==> config.mk <==
export PLATFORM = sky130hd
export DESIGN_NAME = edge_event_capture
export DESIGN_NICKNAME = d
export VERILOG_FILES = /design/src/rtl/edge_cap_pkg.sv /design/src/rtl/edge_cap_fifo.sv /design/src/rtl/edge_event_capture.sv
export SDC_FILE = /design/constraint.sdc
export NUM_CORES = 1
export LEC_CHECK = 0
export CORE_AREA = 2 2 79 81
export DETAILED_ROUTE_END_ITERATION = 10
export DIE_AREA = 0 0 81 83
export GPL_TIMING_DRIVEN = 0
export PLACE_DENSITY = 0.79
export REMOVE_ABC_BUFFERS = 1
export SYNTH_ARGS = -nofsm -noshare
export SYNTH_HDL_FRONTEND = slang
export SYNTH_HIERARCHICAL = 1
export SYNTH_SLANG_ARGS = --single-unit
==> constraint.sdc <==
create_clock -name clk -period 5.8 [get_ports clk]
set_clock_uncertainty 0.05 [all_clocks]
set_input_delay 0.87 -clock clk [delete_from_list [all_inputs] [get_ports clk]]
set_output_delay 0.87 -clock clk [all_outputs]
set_load 0.02 [all_outputs]
==> src/rtl/edge_cap_pkg.sv <==
// -----------------------------------------------------------------------------
// edge_cap_pkg
// Shared definitions for the edge-event capture block: default sizes and the
// elaboration-time helpers used to size pointers and to validate DEPTH.
// The event record {pol, ts} depends on the TS_W parameter of its user, so
// it is declared as a typedef inside the parameterised top level.
// -----------------------------------------------------------------------------
package edge_cap_pkg;

    localparam int TS_W_DEF  = 8;
    localparam int DEPTH_DEF = 4;

    // Ceiling log2 usable in localparam expressions; clog2(1) = 0.
    function automatic int clog2(input int n);
        int r;
        r = 0;
        while ((1 << r) < n) begin
            r++;
        end
        return r;
    endfunction

    // The FIFO pointers rely on natural wrap, so DEPTH must be a power of two
    // and at least 2.
    function automatic bit depth_ok(input int n);
        return (n >= 2) && ((n & (n - 1)) == 0);
    endfunction

endpackage

==> src/rtl/edge_cap_fifo.sv <==
// -----------------------------------------------------------------------------
// edge_cap_fifo
// Synchronous FIFO holding captured edge events. A push into a full FIFO is
// accepted only when a pop happens in the same cycle. The head entry is
// registered so it holds its last value while the FIFO is empty.
//
// Ports:
//   clk       rising-edge clock
//   rst_n     asynchronous active-low reset
//   clr_i     synchronous clear: empties the FIFO, blocks any push
//   push_i    write request for wdata_i
//   wdata_i   entry to write
//   pop_i     remove the head entry (ignored when empty)
//   accept_o  push_i was taken this cycle
//   full_o    occupancy == DEPTH
//   empty_o   occupancy == 0
//   head_o    current head entry (last value held when empty)
// -----------------------------------------------------------------------------
module edge_cap_fifo
    import edge_cap_pkg::*;
#(
    parameter int  DEPTH = DEPTH_DEF,
    parameter type T     = logic
) (
    input  logic clk,
    input  logic rst_n,
    input  logic clr_i,
    input  logic push_i,
    input  T     wdata_i,
    input  logic pop_i,
    output logic accept_o,
    output logic full_o,
    output logic empty_o,
    output T     head_o
);

    localparam int PTR_W = clog2(DEPTH);
    localparam int CNT_W = PTR_W + 1;

    logic [PTR_W-1:0] wr_ptr_q, wr_ptr_d;
    logic [PTR_W-1:0] rd_ptr_q, rd_ptr_d;
    logic [CNT_W-1:0] count_q, count_d;
    logic [CNT_W-1:0] remain;
    T                 head_q, head_d;
    T                 mem_q [DEPTH];
    logic             do_push;
    logic             do_pop;

    assign empty_o  = (count_q == '0);
    assign full_o   = (count_q == CNT_W'(DEPTH));
    assign do_pop   = pop_i && !empty_o;
    assign do_push  = push_i && (!full_o || do_pop);
    assign accept_o = do_push && !clr_i;
    // Entries left after this cycle's pop, before this cycle's push.
    assign remain   = count_q - CNT_W'(do_pop);
    assign head_o   = head_q;

    // NOTE: every variable gets its hold value first so no path leaves it
    // unassigned; that is what keeps this block free of inferred latches.
    always_comb begin
        wr_ptr_d = wr_ptr_q;
        rd_ptr_d = rd_ptr_q;
        count_d  = count_q;
        head_d   = head_q;
        if (clr_i) begin
            wr_ptr_d = '0;
            rd_ptr_d = '0;
            count_d  = '0;
        end else begin
            if (do_push) begin
                wr_ptr_d = wr_ptr_q + PTR_W'(1);
            end
            if (do_pop) begin
                rd_ptr_d = rd_ptr_q + PTR_W'(1);
            end
            count_d = remain + CNT_W'(do_push);
            // Next head: bypass the incoming entry when nothing else remains,
            // otherwise the stored entry at the advanced read pointer.
            if (count_d != '0) begin
                head_d = (remain == '0) ? wdata_i : mem_q[rd_ptr_d];
            end
        end
    end

    // NOTE: the storage array has no reset; its contents are only observable
    // through head_q, which is reset and only loaded from valid entries.
    always_ff @(posedge clk) begin
        if (accept_o) begin
            mem_q[wr_ptr_q] <= wdata_i;
        end
    end

    // NOTE: state registers use non-blocking assignments so every register
    // samples the values from before this clock edge.
    always_ff @(posedge clk or negedge rst_n) begin
        if (!rst_n) begin
            wr_ptr_q <= '0;
            rd_ptr_q <= '0;
            count_q  <= '0;
            head_q   <= '0;
        end else begin
            wr_ptr_q <= wr_ptr_d;
            rd_ptr_q <= rd_ptr_d;
            count_q  <= count_d;
            head_q   <= head_d;
        end
    end

endmodule

==> src/rtl/edge_event_capture.sv <==
// -----------------------------------------------------------------------------
// edge_event_capture
// Turns a registered single-bit stream into timestamped edge events. Rising
// and falling transitions (while en is high) are stamped with a free-running
// cycle counter and queued in a small FIFO drained over valid/ready. Also keeps
// a saturating count of accepted edges and a sticky overflow flag.
//
// Build option: define EDGE_CAPTURE_STUCK_DETECT_EN to add an idle counter,
// the STUCK_LIMIT parameter and the stuck output.
//
// Ports:
//   clk          rising-edge clock
//   rst_n        asynchronous active-low reset
//   d_in         sampled bit stream
//   en           edge-capture enable
//   clr          synchronous clear (highest priority in its cycle)
//   ev_valid     event available at FIFO head
//   ev_ready     consumer accepts the head event
//   ev_pol       head event polarity, 1 = rising
//   ev_ts        head event timestamp
//   ev_overflow  sticky: an event was dropped on a full FIFO
//   toggle_cnt   saturating count of accepted edges
//   stuck        (optional) no edge for STUCK_LIMIT enabled cycles
// -----------------------------------------------------------------------------
module edge_event_capture
    import edge_cap_pkg::*;
#(
    parameter int TS_W  = TS_W_DEF,
    parameter int DEPTH = DEPTH_DEF
`ifdef EDGE_CAPTURE_STUCK_DETECT_EN
   ,parameter int STUCK_LIMIT = 4
`endif
) (
    input  logic            clk,
    input  logic            rst_n,
    input  logic            d_in,
    input  logic            en,
    input  logic            clr,
    output logic            ev_valid,
    input  logic            ev_ready,
    output logic            ev_pol,
    output logic [TS_W-1:0] ev_ts,
    output logic            ev_overflow,
    output logic [TS_W-1:0] toggle_cnt
`ifdef EDGE_CAPTURE_STUCK_DETECT_EN
   ,output logic            stuck
`endif
);

    typedef struct packed {
        logic            pol;
        logic [TS_W-1:0] ts;
    } ev_t;

    localparam bit DEPTH_OK = depth_ok(DEPTH);

    logic            d_prev_q;
    logic [TS_W-1:0] ts_cnt_q, ts_cnt_d;
    logic [TS_W-1:0] toggle_q, toggle_d;
    logic            ovf_q, ovf_d;
    logic            edge_det;
    logic            push_req;
    logic            ev_pop;
    logic            drop;
    logic            accepted;
    logic            fifo_full;
    logic            fifo_empty;
    ev_t             wr_ev;
    ev_t             head_ev;

    // Edge against the previous sample; en gates detection, not sampling.
    assign edge_det = en && (d_in != d_prev_q);
    // clr discards any edge in its cycle.
    assign push_req = edge_det && !clr;
    assign ev_pop   = ev_valid && ev_ready;
    assign drop     = push_req && fifo_full && !ev_pop;

    assign wr_ev.pol = d_in;
    assign wr_ev.ts  = ts_cnt_q;

    edge_cap_fifo #(
        .DEPTH (DEPTH),
        .T     (ev_t)
    ) u_fifo (
        .clk      (clk),
        .rst_n    (rst_n),
        .clr_i    (clr),
        .push_i   (push_req),
        .wdata_i  (wr_ev),
        .pop_i    (ev_pop),
        .accept_o (accepted),
        .full_o   (fifo_full),
        .empty_o  (fifo_empty),
        .head_o   (head_ev)
    );

    assign ev_valid    = !fifo_empty;
    assign ev_pol      = head_ev.pol;
    assign ev_ts       = head_ev.ts;
    assign ev_overflow = ovf_q;
    assign toggle_cnt  = toggle_q;

    always_comb begin
        ts_cnt_d = ts_cnt_q + TS_W'(1);
        toggle_d = toggle_q;
        ovf_d    = ovf_q;
        if (clr) begin
            ts_cnt_d = '0;
            toggle_d = '0;
            ovf_d    = 1'b0;
        end else begin
            if (accepted && (toggle_q != '1)) begin
                toggle_d = toggle_q + TS_W'(1);
            end
            if (drop) begin
                ovf_d = 1'b1;
            end
        end
    end

    always_ff @(posedge clk or negedge rst_n) begin
        if (!rst_n) begin
            d_prev_q <= 1'b0;
            ts_cnt_q <= '0;
            toggle_q <= '0;
            ovf_q    <= 1'b0;
        end else begin
            d_prev_q <= d_in;
            ts_cnt_q <= ts_cnt_d;
            toggle_q <= toggle_d;
            ovf_q    <= ovf_d;
        end
    end

`ifdef EDGE_CAPTURE_STUCK_DETECT_EN
    localparam int IDLE_W = clog2(STUCK_LIMIT + 1);

    logic [IDLE_W-1:0] idle_q, idle_d;

    // Counts enabled cycles without an edge; en low freezes it.
    always_comb begin
        idle_d = idle_q;
        if (clr) begin
            idle_d = '0;
        end else if (en) begin
            if (edge_det) begin
                idle_d = '0;
            end else if (idle_q != IDLE_W'(STUCK_LIMIT)) begin
                idle_d = idle_q + IDLE_W'(1);
            end
        end
    end

    always_ff @(posedge clk or negedge rst_n) begin
        if (!rst_n) begin
            idle_q <= '0;
        end else begin
            idle_q <= idle_d;
        end
    end

    assign stuck = en && (idle_q == IDLE_W'(STUCK_LIMIT));
`endif

    // DEPTH must be a power of two >= 2 for the wrapping pointers.
    a_depth_ok : assert property (@(posedge clk) DEPTH_OK);

endmodule

# Word-level counts from Yosys, hierarchy flattened
# Memories as Yosys holds them, arrays and structs flattened.
# Index checks and enable logic that the tools add are counted.
# op_classes
addsub	6
eq_ne	3
mux	14
bitwise	1
n_reduce_logical	21
# ops
cell	count
8-bit 2-to-1 mux	3
8-bit by 1-bit adder with 8-bit output (second input constant)	2
2-bit 2-to-1 mux	5
1-bit logical AND	9
9-bit 2-to-1 mux	1
8-bit inequality test (second input constant)	1
3-bit logical NOT	2
2-bit nonzero test	3
2-bit by 1-bit adder with 2-bit output (second input constant)	2
1-bit logical NOT	4
1-bit 2-to-1 mux	4
3-bit by 1-bit adder with 3-bit output	1
3-bit equality test (second input constant)	1
3-bit 2-to-1 mux	1
3-bit nonzero test	1
3-bit by 1-bit subtractor with 3-bit output	1
2-bit AND reduction	1
1-bit logical OR	1
1-bit inequality test	1
1-bit inverter	1
# word_totals
register_bits	34
ram_bits	36
input_bits	6
out_inout_bits	19
elab_cells	55
n_memories	1
# mem_list
name	depth	word_bits	read_ports	rd_clocked_by_memory_dff	write_ports	line_no	rtl
u_fifo.mem_q	4	9	1	0	1	edge_cap_fifo.sv:45	T mem_q [DEPTH];

# Longest topological paths before layout
# Gate-level depths: netlist (run 1).
# depth
depth_word	10
depth_mapped	15
mapped_depth_nobuf	12

# Modules after synthesis
# Netlist (run 1), hierarchy kept.
# by_module_without_submodules
module	instances	cells_each	area_per_inst_um2	seq_area_each_um2
edge_cap_fifo	1	195	2456.1	1481.4
edge_event_capture	1	86	913.4	450.4

# Least setup slack after synthesis (run 1)
# No wires, ideal clock.
# synth_path
path_type	input -> register
start	input ev_ready
end	register u_fifo.head_q, in the netlist u_fifo/head_o[3]
setup_time_ns	0.121
arrival_ns	3.239
t_required_ns	5.629
path_slack_ns	2.390
cell_stages	14
path_buffers	3
cell_sequence	nor2b_1 o31ai_4 inv_2 clkbuf_1 ha_1 ha_1 inv_1 ha_1 xor2_1 a21o_1 clkbuf_1 buf_2 nor2_1 a22o_1
# synth_between
elab_chain_cells	7
word_cells_on_any_way	13
cone_classes	add/sub (2); mux (3); reduce/logical (7); memory (1)
# synth_rtl
element	line_no	rtl
start, declared	edge_event_capture.sv:40	input logic ev_ready,
1-bit logical AND (*)	edge_event_capture.sv:75	assign ev_pop = ev_valid && ev_ready;
1-bit logical AND (*)	edge_cap_fifo.sv:51	assign do_pop = pop_i && !empty_o;
parallel branches: the longest is 5 deep, another holds 3-bit by 1-bit subtractor with 3-bit output	n/a	
end signal, assigned	edge_cap_fifo.sv:100	head_q <= '0;
end signal, assigned	edge_cap_fifo.sv:105	head_q <= head_d;
end, declared	edge_cap_fifo.sv:44	T head_q, head_d;
# Mark *: on every way between the ends. The select of a mux whose other input is x is not followed.
# A chain may end at the register's enable or synchronous reset.

# Final worst setup path (run 1)
# layout_path
start	input clr
end	register u_fifo.head_q, in the netlist u_fifo/head_o[6]
# layout_between
elab_chain_cells	6
word_cells_on_any_way	7
cone_classes	add/sub (1); bitwise (1); reduce/logical (5)
# layout_rtl
element	line_no	rtl
start, declared	edge_event_capture.sv:38	input logic clr,
1-bit logical NOT	edge_event_capture.sv:74	assign push_req = edge_det && !clr;
1-bit logical AND	edge_event_capture.sv:74	
net push_req	edge_event_capture.sv:62	logic push_req;
1-bit logical AND	edge_cap_fifo.sv:52	assign do_push = push_i && (!full_o || do_pop);
3-bit by 1-bit adder with 3-bit output	edge_cap_fifo.sv:76	count_d = remain + CNT_W'(do_push);
3-bit nonzero test	edge_cap_fifo.sv:79	if (count_d != '0) begin
2-bit AND reduction (no source line)	n/a	
# The timed path passes the listed nets, and every way through them passes these cells.

==> metrics.md, run 1 <==
| Metric | Value |
|---|---|
| Layout cell share with drive strength beyond 1 | 12.09% |
| Place WS | 1.288 ns |
| I/O Buffers | 24 |
| Reg2reg end | u_fifo/head_o[8] |
| Delay-heaviest family, CP | buffers and inverters |
| Mapped Area | 0.003369 mm^2 |
| Hold Crit Start | u_fifo/head_o[5] |
| Synth Warn # | 6 |
| Top-count cell post-synth | edfxtp_1 |
| Worst-margin pin slew | 0.9973 ns |
| Drt via density | 6.126 |
| Detailed placement HPWL | 4350 um |
| Gate Count Post-Synth | 281 |
| Core Footprint | 0.005816 mm^2 |
| Setup violators final | 0 |
| RSZ-0062 raised after global routing | false |
| Worst Path Buf+Inv | 3 |
| Resized cells post-CTS | 0 |
| Startpoint Class | input port |
| Seq/Total Area, Yosys | 57.33% |
| Yosys reg bits | 70 |
| Vias in the first global route | 2369 |
| Top cells by area, synth | edfxtp_1 32%, dfrtp_1 25%, a221oi_1 4.2% |
| H-tree depth | 3 |
| Synth top cells by count | 36 x edfxtp_1, 34 x dfrtp_1, 33 x nor2_1 |
| # IOs | 25 |
| Outcome | finished, final reports clean |
| Final Hold Fails | 0 |
| Critical path type | in -> reg |
| Synth top area share | 32.08% |
| Fillcell total | 472 |
| DRT iter0 DRCs | 230 |
| Worst path slowest cell | clkdlybuf4s50_1 |
| Max-Slew Margin vs Limit | 33.31% |
| Antenna-violating nets left | 0 |
| Pwr/cell area | 319.6 mW/mm^2 |
| CTS tree | done |
| Worst hold path type | reg -> reg |
| GPL Wtd Cong | 0.8038 |
| Post-CTS Repair Setup Buffers | 0 |
| Grt total ovfl | 0 |
| Nets | 317 |
| Die area | 0.006723 mm^2 |
| CP arrival | 4.35 ns |
| Sink Count | 70 |
| DRC | 0 |
| Reg2reg path depth | 9 |
| Async set-or-reset flop fraction in the synthesized netlist | 48.57% |
| Period utilization | 71.88% |
| FMAX | 239.9 MHz |
| Final Non-Filler Cells | 381 |
| Largest net degree at the start of global routing | 35 |
| Final WS setup | 1.631 ns |
| Root Driver | clkbuf_8 |
| Dpl cells | 365 |
| Vias | 2334 |
| Util after Layout | 66.22% |
| Initial DRT Pass Iterations | 4 |
| Slew Limit Fails | 0 |
| Min Hold Slack | 0.4624 ns |
| Required @ worst endpoint | 5.98 ns |
| CP cell instances | clkdlybuf4s50_1 > inv_1 > and3_1 > o21ai_1 > inv_1 > ha_1 > ha_1 > nor2_1 > a21o_1 > nor2_1 > a22o_1 |
| Setup TNS | 0 ns |
| CTS clk-pin slew, worst paths | 0.09 ns |
| Post-synth EDFFs | 36 |
| Max incr delay on CP | 1.13 ns |
| Unique masters post-synth | 45 |
| WHS Path Cells | 1 |
| GRT Util Overall | 22.52% |
| Die Y-Extent | 83 um |
| Final WL | 7064 um |
| FF-to-FF Start | u_fifo/count_q[0] |
| Crit. End Element | flip-flop |
| Total CTS buffers | 9 |
| Peak VDD IR | 0.1661 mV |
| Initial core utilization | 57.94% |
| CTS Buffer Depth | 2 |
| Worst-Skew Late Latency | 0.34 ns |
| Static leakage | 1.510 nW |
| MaxCap Viol Count | 0 |
| Crit path time final | 4.169 ns |
| Diode count | 0 |
| Syn-to-layout area delta | 14.30% |
| WHS Endpoint | u_fifo/head_o[5] |
| Global-route wire length before repair | 11500 um |
| Yosys top cell by area | edfxtp_1 |
| Wire per inst | 18.54 um |
| Critical path fanouts, max | 27 |
| Rows | 28 |
| Dominant synthesized flop cell | edfxtp_1 |
| Post-Syn Area per Cell | 11.99 um^2 |
| Post-cts hold buffer count | 0 |
| Die X | 81 um |
| Initial antenna violation count | 0 |
| Flop-to-flop setup slack | 2.13 ns |
cells in the final DEF (no fill, tap or decap), drive strengths merged, types with 4 or more instances in the layout:
master	n
a21oi	8
a221oi	16
a22o	10
a31oi	10
and2	7
and3	11
clkbuf	9
clkdlybuf4s50	23
dfrtp	34
edfxtp	36
ha	10
inv	15
mux2	11
nand2	9
nand3	4
nor2	33
nor2b	9
o211ai	8
o21ai	7
xnor2	4
xor2	4
worst reg2reg max path: cells and delay by family, from the launching register on:
family	cells	cell delay (ns)
simple gates	3	1.06
compound gates	2	0.92
fa+ha+maj	2	0.48
flops	1	0.43
buf+inv	1	0.37
xor+xnor	1	0.24
registers in the layout, indices dropped and copies added (netlist names):
signal	cells
d_prev_q	1
toggle_cnt	8
ts_cnt_q	8
ev_overflow	1
u_fifo/count_q	3
u_fifo/head_o	9
u_fifo/wr_ptr_q	2
u_fifo/rd_ptr_q	2
u_fifo/mem_q	36
kinds of logic after synthesis:
| logic type | Yosys count | share of synthesized area, % |
|---|---|---|
| xor gates and xnor gates | 8 | 2.079 |
| buffers and inverters | 28 | 3.750 |
| and+or+nand+nor | 86 | 13.41 |
| AOI/OAI and AO/OA | 65 | 14.93 |
| muxes | 14 | 4.790 |
| adders and majority gates | 10 | 3.713 |
| DFF | 70 | 57.33 |
worst max path at each step:
stage / startpoint / endpoint / slack (ns) / cells after the start
floorplan: ev_ready / u_fifo/head_o[0] / 2.60 / 11
global placement: clr / u_fifo/head_o[2] / 1.36 / 11
detailed placement: clr / u_fifo/head_o[5] / 1.29 / 11
CTS: clr / u_fifo/head_o[8] / 1.64 / 11
global route: clr / u_fifo/head_o[6] / 1.37 / 11
finish: clr / u_fifo/head_o[6] / 1.63 / 11
layer usage:
metal,vias to the layer above,global-route usage [%],wire length (um)
met3,4,3.804,297
li1,1088,-,-
met4,0,6.471,38
met5,-,0,0
met2,57,36.36,3593
met1,1185,31.21,3135
through the flow:
step	instance area (um^2)	total power, mW
after global placement	3626	0.7923
after global routing	3851	1.283
final	3851	1.231
after detailed placement	3621	0.7977
after CTS	3851	1.240
after floorplan	3292	0.7002
layout make-up:
class	instances	area [um^2]	share of cell area (%)
clock buffer	9	123.9	3.216
clock inverter	7	106.4	2.762
inverter	13	48.80	1.267
multi-input combinational	183	1311	34.05
sequential	70	1932	50.16
tap	75	93.84	2.437
timing repair buffer	24	235.2	6.108
power breakdown:
| part | switching, mW | internal [mW] | total, mW |
|---|---|---|---|
| sequential | 0.0244 | 0.557 | 0.581 |
| combinational | 0.108 | 0.0970 | 0.205 |
| clock | 0.196 | 0.249 | 0.445 |
Note: power is estimated with default switching activity, not from simulation.
==> inputs of run 2 (changes only) <==
--- a/config.mk
+++ b/config.mk
@@ -5,11 +5,11 @@
 export SDC_FILE = /design/constraint.sdc
 export NUM_CORES = 1
 export LEC_CHECK = 0
-export CORE_AREA = 2 2 79 81
+export CORE_AREA = 2 2 80 82
 export DETAILED_ROUTE_END_ITERATION = 10
-export DIE_AREA = 0 0 81 83
+export DIE_AREA = 0 0 82 84
 export GPL_TIMING_DRIVEN = 0
-export PLACE_DENSITY = 0.79
+export PLACE_DENSITY = 0.77
 export REMOVE_ABC_BUFFERS = 1
 export SYNTH_ARGS = -nofsm -noshare
 export SYNTH_HDL_FRONTEND = slang
==> constraint.sdc (replaced) <==
create_clock -name clk -period 4.2 [get_ports clk]
set_clock_uncertainty 0.05 [all_clocks]
set_input_delay 0.63 -clock clk [delete_from_list [all_inputs] [get_ports clk]]
set_output_delay 0.63 -clock clk [all_outputs]
set_load 0.02 [all_outputs]
==> metrics.md, run 2 (synthesis gave the netlist of run 1 again) <==
| Metric | Value |
|---|---|
| Outcome | finished, final reports clean |
| GRT Util Overall | 20.29% (-2.2 points) |
| Startpoint Class | input port |
| Peak VDD IR | 0.2481 mV (+49%) |
| FMAX | 263.2 MHz |
| Max-Slew Margin vs Limit | 34.29% (+0.99 points) |
| Diode count | 0 (unchanged) |
| Grt total ovfl | 0 (unchanged) |
| Max incr delay on CP | 1.12 ns (about the same) |
| Die Y-Extent | 84 um (+1.2%) |
| Critical path fanouts, max | 27 (unchanged) |
| Register Area | 0.001932 mm^2 (unchanged) |
| I/O Buffers | 24 (unchanged) |
| DRT iter0 DRCs | 199 (-13%) |
| Resized cells post-CTS | 0 (unchanged) |
| Period utilization | 90.45% |
| CP cell instances | clkdlybuf4s50_1 > inv_1 > and3_1 > o21ai_1 > inv_1 > ha_1 > ha_1 > nor2_1 > a21o_1 > nor2_1 > a22o_1 |
| Fillcell total | 488 (+3.4%) |
| Pwr/cell area | 418.6 mW/mm^2 (+31%) |
| Largest net degree at the start of global routing | 35 (unchanged) |
| Final WS setup | 0.4010 ns (-1.230 ns) |
| Initial antenna violation count | 0 (unchanged) |
| Final Hold Fails | 0 (unchanged) |
| Setup TNS | 0 ns (unchanged) |
| Post-CTS Repair Setup Buffers | 0 (unchanged) |
| # IOs | 25 (unchanged) |
| Root Driver | clkbuf_8 |
| Nets | 317 (unchanged) |
| CTS Buffer Depth | 2 (unchanged) |
| Die area | 0.006888 mm^2 (+2.5%) |
| Vias in the first global route | 2240 (-5.4%) |
| RSZ-0062 raised after global routing | false |
| Biggest register | u_fifo/mem_q |
| Rows | 29 (+3.6%) |
| MaxCap Viol Count | 0 (unchanged) |
| CP arrival | 3.97 ns (-0.38 ns) |
| Critical path type | in -> reg |
| Highest-count cells in the layout ignoring fill and taps | 36 x edfxtp_1, 34 x dfrtp_1, 33 x nor2_1 |
| Worst-margin pin slew | 0.9825 ns (-0.01474 ns) |
| Slew Limit Fails | 0 (unchanged) |
| Vias | 2238 (-4.1%) |
| Antenna-violating nets left | 0 (unchanged) |
| Layout cell share with drive strength beyond 1 | 11.11% (-0.98 points) |
| Drt via density | 5.843 (-4.6%) |
| Area of the multi-input gates | 0.001311 mm^2 (unchanged) |
| Worst hold path type | in -> async |
| Initial DRT Pass Iterations | 4 (unchanged) |
| Total CTS buffers | 9 (unchanged) |
| Crit path time final | 3.799 ns |
| Sink Count | 70 (unchanged) |
| Wire per inst | 15.80 um (-15%) |
| Core Footprint | 0.006096 mm^2 (+4.8%) |
| Post-cts hold buffer count | 0 (unchanged) |
| Initial core utilization | 55.28% (-2.7 points) |
| GPL Wtd Cong | 0.8377 (+4.2%) |
| Global-route wire length before repair | 10650 um (-7.4%) |
| Detailed placement HPWL | 4097 um (-5.8%) |
| CTS clk-pin slew, worst paths | 0.07 ns (-0.02 ns) |
| Final WL | 6053 um (-14%) |
| Crit. End Element | flip-flop |
| Die X | 82 um (+1.2%) |
| Place WS | 0.04833 ns (-1.240 ns) |
| H-tree depth | 3 (unchanged) |
| DRC | 0 (unchanged) |
| CTS tree | done |
| Max reg flops | 36 (unchanged) |
| Most common cell after layout, fill and taps aside | edfxtp_1 |
| Worst-Skew Late Latency | 0.33 ns (about the same) |
| Syn-to-layout area delta | 13.22% |
| Required @ worst endpoint | 4.37 ns (-1.61 ns) |
| Static leakage | 1.489 nW (-1.4%) |
| Setup violators final | 0 (unchanged) |
| Worst path slowest cell | clkdlybuf4s50_1 |
[run 2: layout make-up]
| type | instances | share of cell area, % |
|---|---|---|
| Inverter | 13 | 1.279 |
| Sequential cell | 70 | 50.64 |
| Timing Repair Buffer | 24 | 6.166 |
| Clock buffer | 12 | 3.805 |
| Clock inverter | 4 | 1.214 |
| Tap cell | 77 | 2.525 |
| Multi-Input combinational cell | 183 | 34.37 |
[run 2: final timing paths]
path                                   startpoint                end  slack (ns)  depth (start not counted)
max in group asynchronous                   rst_n        ts_cnt_q[5]        3.29                          1
worst max-delay path                          clr   u_fifo/head_o[6]        0.40                         11
min in group clk                 u_fifo/head_o[7]   u_fifo/head_o[7]        0.46                          1
worst min-delay path                        rst_n  u_fifo/count_q[2]        0.31                          1
worst min register to register   u_fifo/head_o[7]   u_fifo/head_o[7]        0.46                          1
worst max register to register  u_fifo/count_q[0]   u_fifo/head_o[6]        0.74                         10
[run 2: report_power, final]
group,switching (mW),leakage (nW),internal [mW]
Combinational,0.139,0.601,0.134
Sequential,0.0323,0.794,0.770
Clock,0.234,0.0940,0.288
[run 2: layer usage]
metal	global-route usage [%]	vias to the layer above	wire length, um
li1	-	1093	-
met1	28.49	1087	2806
met2	29.49	54	2944
met3	5.195	4	252
met4	9.091	0	51
met5	0	-	0
[run 2: per-stage QoR]
| stage | utilization [%] | instances | area (um^2) | total power, mW | hold slack (ns) |
|---|---|---|---|---|---|
| finish | 62.58 | 383 | 3815 | 1.597 | 0.3144 |
| global route | 62.58 | 383 | 3815 | 1.675 | 0.3643 |
| CTS | 62.58 | 383 | 3815 | 1.616 | 0.3318 |
| detailed placement | 59.44 | 367 | 3623 | 1.092 | 0.4457 |
| global placement | 59.52 | 367 | 3628 | 1.089 | 0.4377 |
| floorplan | - | 266 | 3292 | 0.9670 | 0.2844 |
[run 2: worst max-delay path, delay by kind of cell]
| kind | cells | cell delay [ns] |
|---|---|---|
| buffers and inverters | 3 | 1.48 |
| AOI/OAI and AO/OA | 3 | 0.87 |
| and+or+nand+nor | 3 | 0.49 |
| adders and majority gates | 2 | 0.48 |
